File: config.mk
export PLATFORM = sky130hd
export DESIGN_NAME = tube_p_r3_dma
export DESIGN_NICKNAME = d
export VERILOG_FILES = /design/src/rtl/tube_p_r3_dma.sv
export SDC_FILE = /design/constraint.sdc
export NUM_CORES = 1
export LEC_CHECK = 0
export CAP_MARGIN = 10
export CORE_MARGIN = 2
export CORE_UTILIZATION = 45
export DETAILED_ROUTE_END_ITERATION = 10
export DONT_BUFFER_PORTS = 1
export PLACE_DENSITY = 0.72
export SLEW_MARGIN = 30
export SYNTH_ARGS = -nofsm -noshare
export SYNTH_HDL_FRONTEND = slang
export SYNTH_SLANG_ARGS = --single-unit
File: constraint.sdc
create_clock -name p_phi2 -period 2.05 [get_ports p_phi2]
set_input_delay 0.41 -clock p_phi2 [delete_from_list [all_inputs] [get_ports p_phi2]]
set_output_delay 0.41 -clock p_phi2 [all_outputs]
set_load 0.1 [all_outputs]
File: src/rtl/tube_p_r3_dma.sv
// Parasite-side tube register-3 block-transfer engine: answers PNMI by moving a
// programmed byte count between tube R3 and a local memory port, either way.
module tube_p_r3_dma #(
   parameter int          ADDR_W  = 16,
   parameter int          LEN_W   = 16,
   parameter logic [2:0]  R3_ADDR = 3'h5,
   parameter int          GAP_CYC = 1
) (
   input  logic              p_phi2,
   input  logic              p_rst_b,
   input  logic              start,
   input  logic              abort,
   input  logic              dir,
   input  logic              two_byte,
   input  logic [ADDR_W-1:0] base_addr,
   input  logic [LEN_W-1:0]  length,
   input  logic              t_nmi_b,
   output logic              t_cs_b,
   output logic [2:0]        t_addr,
   output logic              t_rdnw,
   output logic [7:0]        t_wdata,
   input  logic [7:0]        t_rdata,
   output logic [ADDR_W-1:0] mem_addr,
   output logic              mem_re,
   output logic              mem_we,
   output logic [7:0]        mem_wdata,
   input  logic [7:0]        mem_rdata,
   input  logic              mem_ready,
   output logic              busy,
   output logic              done
);

   localparam logic [2:0] ST_IDLE     = 3'd0;
   localparam logic [2:0] ST_WAIT_NMI = 3'd1;
   localparam logic [2:0] ST_MEM_RD   = 3'd2;
   localparam logic [2:0] ST_T_WR     = 3'd3;
   localparam logic [2:0] ST_T_RD     = 3'd4;
   localparam logic [2:0] ST_MEM_WR   = 3'd5;
   localparam logic [2:0] ST_GAP      = 3'd6;
   localparam logic [2:0] ST_FIN      = 3'd7;

   localparam int GAP_W = (GAP_CYC > 1) ? $clog2(GAP_CYC) : 1;

   logic [2:0]        state;
   logic              nmi_q;
   logic [ADDR_W-1:0] addr_q;
   logic [LEN_W-1:0]  rem_q;
   logic              dir_q;
   logic              two_q;
   logic [1:0]        beat_q;
   logic [GAP_W-1:0]  gap_q;
   logic [7:0]        t_wdata_q;
   logic [7:0]        mem_wdata_q;

   logic              byte_done;
   logic [2:0]        after_byte;

   assign byte_done = (state == ST_T_WR) || ((state == ST_MEM_WR) && mem_ready);

   // NOTE: every variable assigned in always_comb gets a default first, so no path leaves it unassigned and no latch is inferred.
   always_comb begin
      after_byte = ST_GAP;
      if (rem_q == LEN_W'(1))
         after_byte = ST_FIN;
      else if (beat_q != 2'd1)
         after_byte = dir_q ? ST_MEM_RD : ST_T_RD;
   end

   // NOTE: sequential state uses non-blocking assignments so all registers update together from pre-edge values.
   always_ff @(posedge p_phi2 or negedge p_rst_b) begin
      if (!p_rst_b) begin
         state       <= ST_IDLE;
         nmi_q       <= 1'b1;
         addr_q      <= '0;
         rem_q       <= '0;
         dir_q       <= 1'b0;
         two_q       <= 1'b0;
         beat_q      <= '0;
         gap_q       <= '0;
         t_wdata_q   <= '0;
         mem_wdata_q <= '0;
      end else begin
         nmi_q <= t_nmi_b;
         if (abort && (state != ST_IDLE)) begin
            state <= ST_IDLE;
         end else begin
            case (state)
               ST_IDLE: if (start) begin
                  addr_q <= base_addr;
                  rem_q  <= length;
                  dir_q  <= dir;
                  two_q  <= two_byte;
                  state  <= (length == '0) ? ST_FIN : ST_WAIT_NMI;
               end
               ST_WAIT_NMI: if (!nmi_q) begin
                  beat_q <= two_q ? 2'd2 : 2'd1;
                  state  <= dir_q ? ST_MEM_RD : ST_T_RD;
               end
               ST_T_RD: begin
                  mem_wdata_q <= t_rdata;
                  state       <= ST_MEM_WR;
               end
               ST_MEM_RD: if (mem_ready) begin
                  t_wdata_q <= mem_rdata;
                  state     <= ST_T_WR;
               end
               ST_MEM_WR, ST_T_WR: if (byte_done) begin
                  addr_q <= addr_q + 1'b1;
                  rem_q  <= rem_q - 1'b1;
                  beat_q <= beat_q - 2'd1;
                  gap_q  <= GAP_W'(GAP_CYC - 1);
                  state  <= after_byte;
               end
               ST_GAP: begin
                  // Hold the bus idle so the tube NMI flag settles before re-sampling.
                  if (gap_q == '0)
                     state <= ST_WAIT_NMI;
                  else
                     gap_q <= gap_q - 1'b1;
               end
               default: state <= ST_IDLE;
            endcase
         end
      end
   end

   // Strobes decode straight from state so a reset or abort removes them immediately.
   assign t_cs_b    = !((state == ST_T_RD) || (state == ST_T_WR));
   assign t_rdnw    = (state != ST_T_WR);
   assign t_addr    = R3_ADDR;
   assign t_wdata   = t_wdata_q;
   assign mem_addr  = addr_q;
   assign mem_re    = (state == ST_MEM_RD);
   assign mem_we    = (state == ST_MEM_WR);
   assign mem_wdata = mem_wdata_q;
   assign busy      = (state != ST_IDLE) && (state != ST_FIN);
   assign done      = (state == ST_FIN);

endmodule

==> flow_metrics.py <==
metrics = {
    "sta": {
        "setup_viol": 0,
        "fin_tns_setup_ns": 0,
        "min_period_ns": 1.986,
        "max_freq_mhz": 503.5,
        "finalCritPeriodShare_pct": 96.89,
        "fin_worst_skew_ns": 0.004571,
        "hold_viol": 0,
        "tightest_slew_ns": 0.9099,
        "drv_slew": 0,
        "rsz0062_at_grt": "false",
        "max_slew_margin_pct": 39.34,
    },
    "routing": {
        "drc": 0,
        "postRouteAntennaNets": 0,
        "vias": 2882,
        "first_iter_violations": 201,
        "first_pass_iters": 4,
        "viasPerCell": 5.834,
        "drt-total-wl_um": 8250,
        "wl_per_cell_um": 16.70,
    },
    "floorplan": {
        "row_count": 31,
        "fp.dieW_um": 90.03,
        "core_area_mm2": 0.007214,
        "dieArea_mm2": 0.008105,
        "fp.dieH_um": 90.03,
        "start_util_pct": 46.17,
        "boundaryPins": 97,
    },
    "placed_design": {
        "io_buffers": 0,
        "routabilityCongestion": 0.9058,
        "placed_area_mm2": 0.003737,
        "place.detailed.hpwl_um": 6150,
    },
    "cells_and_area": {
        "drive_gt1_share_pct": 26.84,
        "nNetsFinal": 454,
        "design_area_mm2": 0.003966,
        "utilization_pct": 54.98,
        "syn2layout_area_growth_pct": 19.08,
        "antenna_cells": 0,
        "fillers": 643,
    },
    "synthesis": {
        "ys_ff_latch": 56,
        "synthesis.area_mm2": 0.003331,
        "yosysSeqAreaShare_pct": 42.11,
        "netlist.area_leader.share_pct": 41.32,
        "synth_top_area_cell": "dfrtp_1",
        "netlist_top_cells_count": "dfrtp_1 (55), nand2_1 (38), a21oi_1 (35), nor2_1 (31), o21ai_0 (19)",
        "ys.flop_type": "dfrtp_1",
        "synth_edf_count": 0,
        "synthCells": 366,
        "synth.avg_cell_area_um2": 9.100,
        "ys_async_sr_fraction_pct": 100.0,
        "yosysUniqueCellTypes": 62,
        "synth_area_leaders": "dfrtp_1 (41%), mux2_2 (5.4%), a21oi_1 (5.3%), nand2_1 (4.3%), nor2_1 (3.5%)",
        "ys_warn_count": 0,
        "post-synth-top-count-cell": "dfrtp_1",
    },
    "setup_path": {
        "max_stage_delay_ns": 0.48,
        "critPathSlowestCell": "dfrtp_2",
        "crit_type": "reg -> out",
        "critical-path-top-delay-family": "flip-flops",
        "cp-start-kind": "register",
        "critPathRequiredTime_ns": 1.64,
        "cp_max_fo": 13,
        "critical_path.endpoint_type": "output port",
        "arrival_ns": 1.58,
        "critPathBufInv": 2,
        "path_cells": "buf_4, or2_4, a21boi_4, buf_12",
    },
    "grt": {
        "grt_overflow": 0,
        "grtUsageTotal_pct": 20.44,
        "grt_pass1_wl_um": 13680,
        "grt_max_degree": 57,
        "antenna_found_initial": 0,
        "grt_pass1_vias": 2826,
    },
    "flow_run": {
        "maxCapViolCount": 0,
    },
    "clocking": {
        "path_clk_slew_ns": 0.10,
        "clockBufferDepth": 2,
        "cts_root_buf": "clkbuf_8",
        "clock_latency_ns": 0.31,
        "tritoncts": "built",
        "numCtsBuffers": 5,
        "clock_sinks": 56,
        "h-tree-depth": 2,
    },
    "run_status": {
        "status": "complete, no violations",
    },
    "worst_hold_path": {
        "hold_class": "in -> reg",
    },
}
## sequential cells by signal, indices dropped and copies added (netlist names)
signal	cells
beat_q	2
mem_addr	16
t_wdata	8
state	3
dir_q	1
mem_wdata	8
two_q	1
rem_q	16
nmi_q	1
## metal layers
layer | GRT usage (%) | share of wire, % | up-vias
met4 | 6.538 | 1.6 | 0
met3 | 6.454 | 8.6 | 11
met2 | 33.52 | 48 | 111
met5 | 0 | 0 | -
li1 | - | - | 1392
met1 | 25.74 | 41 | 1368
## what timing repair did
| item | CTS | global route |
|---|---|---|
| hold buffers | 2 | 0 |
| endpoints found under the hold margin | 56 | 0 |
| buffers inserted | 2 | 1 |
| setup endpoints to repair | 2 | 3 |
| gates resized for setup | 1 | 4 |
## layout by cell type, fill, tap and decap left out, types with 3 or more instances in the layout
master | netlist | final
dfrtp_1 | 55 | 50
nand2_1 | 38 | 37
buf_4 | 4 | 36
a21oi_1 | 35 | 35
nor2_1 | 31 | 28
o21ai_0 | 19 | 19
mux2_2 | 16 | 16
nand3_1 | 13 | 13
o22ai_1 | 13 | 13
a21oi_2 | 10 | 10
nor3_1 | 9 | 9
inv_1 | 7 | 7
nand4_1 | 7 | 7
buf_12 | 0 | 7
nor4_1 | 6 | 6
o21ai_1 | 6 | 6
clkbuf_8 | 0 | 5
dfrtp_2 | 0 | 5
nor2b_1 | 5 | 4
a2bb2oi_1 | 4 | 4
ha_1 | 4 | 4
a31oi_1 | 3 | 3
or3_1 | 3 | 3
o21a_1 | 3 | 3
nor3b_1 | 3 | 3
o2bb2ai_1 | 3 | 3
conb_1 | 2 | 3
bufinv_16 | 0 | 3
## worst paths after layout
kind | start | to | slack [ns] | cells after the start
max reg2reg | state[1]$_DFFE_PN0P_ | rem_q[8]$_DFFE_PN0P_ | 0.15 | 6
max | state[2]$_DFFE_PN0P_ | t_cs_b | 0.06 | 4
min in group asynchronous | p_rst_b | rem_q[1]$_DFFE_PN0P_ | 0.60 | 2
max in group asynchronous | p_rst_b | nmi_q$_DFF_PN1_ | 1.13 | 2
min | t_nmi_b | nmi_q$_DFF_PN1_ | 0.08 | 0
min reg2reg | beat_q[1]$_DFFE_PN0P_ | beat_q[1]$_DFFE_PN0P_ | 0.49 | 2
## kinds of logic after synthesis
group / after synthesis / share of synthesized area, %
compound gates: 116 / 22.65
xor+xnor: 1 / 0.2630
fa+ha+maj: 4 / 1.503
buf+inv: 32 / 5.297
flops: 56 / 42.11
mux: 18 / 6.010
other cells: 2 / 0.2255
simple gates: 137 / 21.94
## stage by stage
stage               worst slack (ns)  hold WS, ns  instances
floorplan                    -0.3261       0.1144        367
global placement              0.2761       0.1164        481
detailed placement            0.2187       0.1163        481
CTS                         0.005977      0.06890        493
global route                0.002007      0.05493        494
finish                       0.06375      0.07855        494
## area by class of cell
class                   count  area [µm²]  area share [%]
multi-input cells         279        1800           45.39
flip-flops and latches     56        1409           35.52
well taps                  99       123.9           3.123
inverters                   7       26.28          0.6625
repair buffers             45       447.9           11.29
clock inverters             3       90.09           2.271
clock buffers               5       68.82           1.735
Power is not shown: default switching activity piles up to over one toggle a cycle in this logic, so the estimate is an artifact.
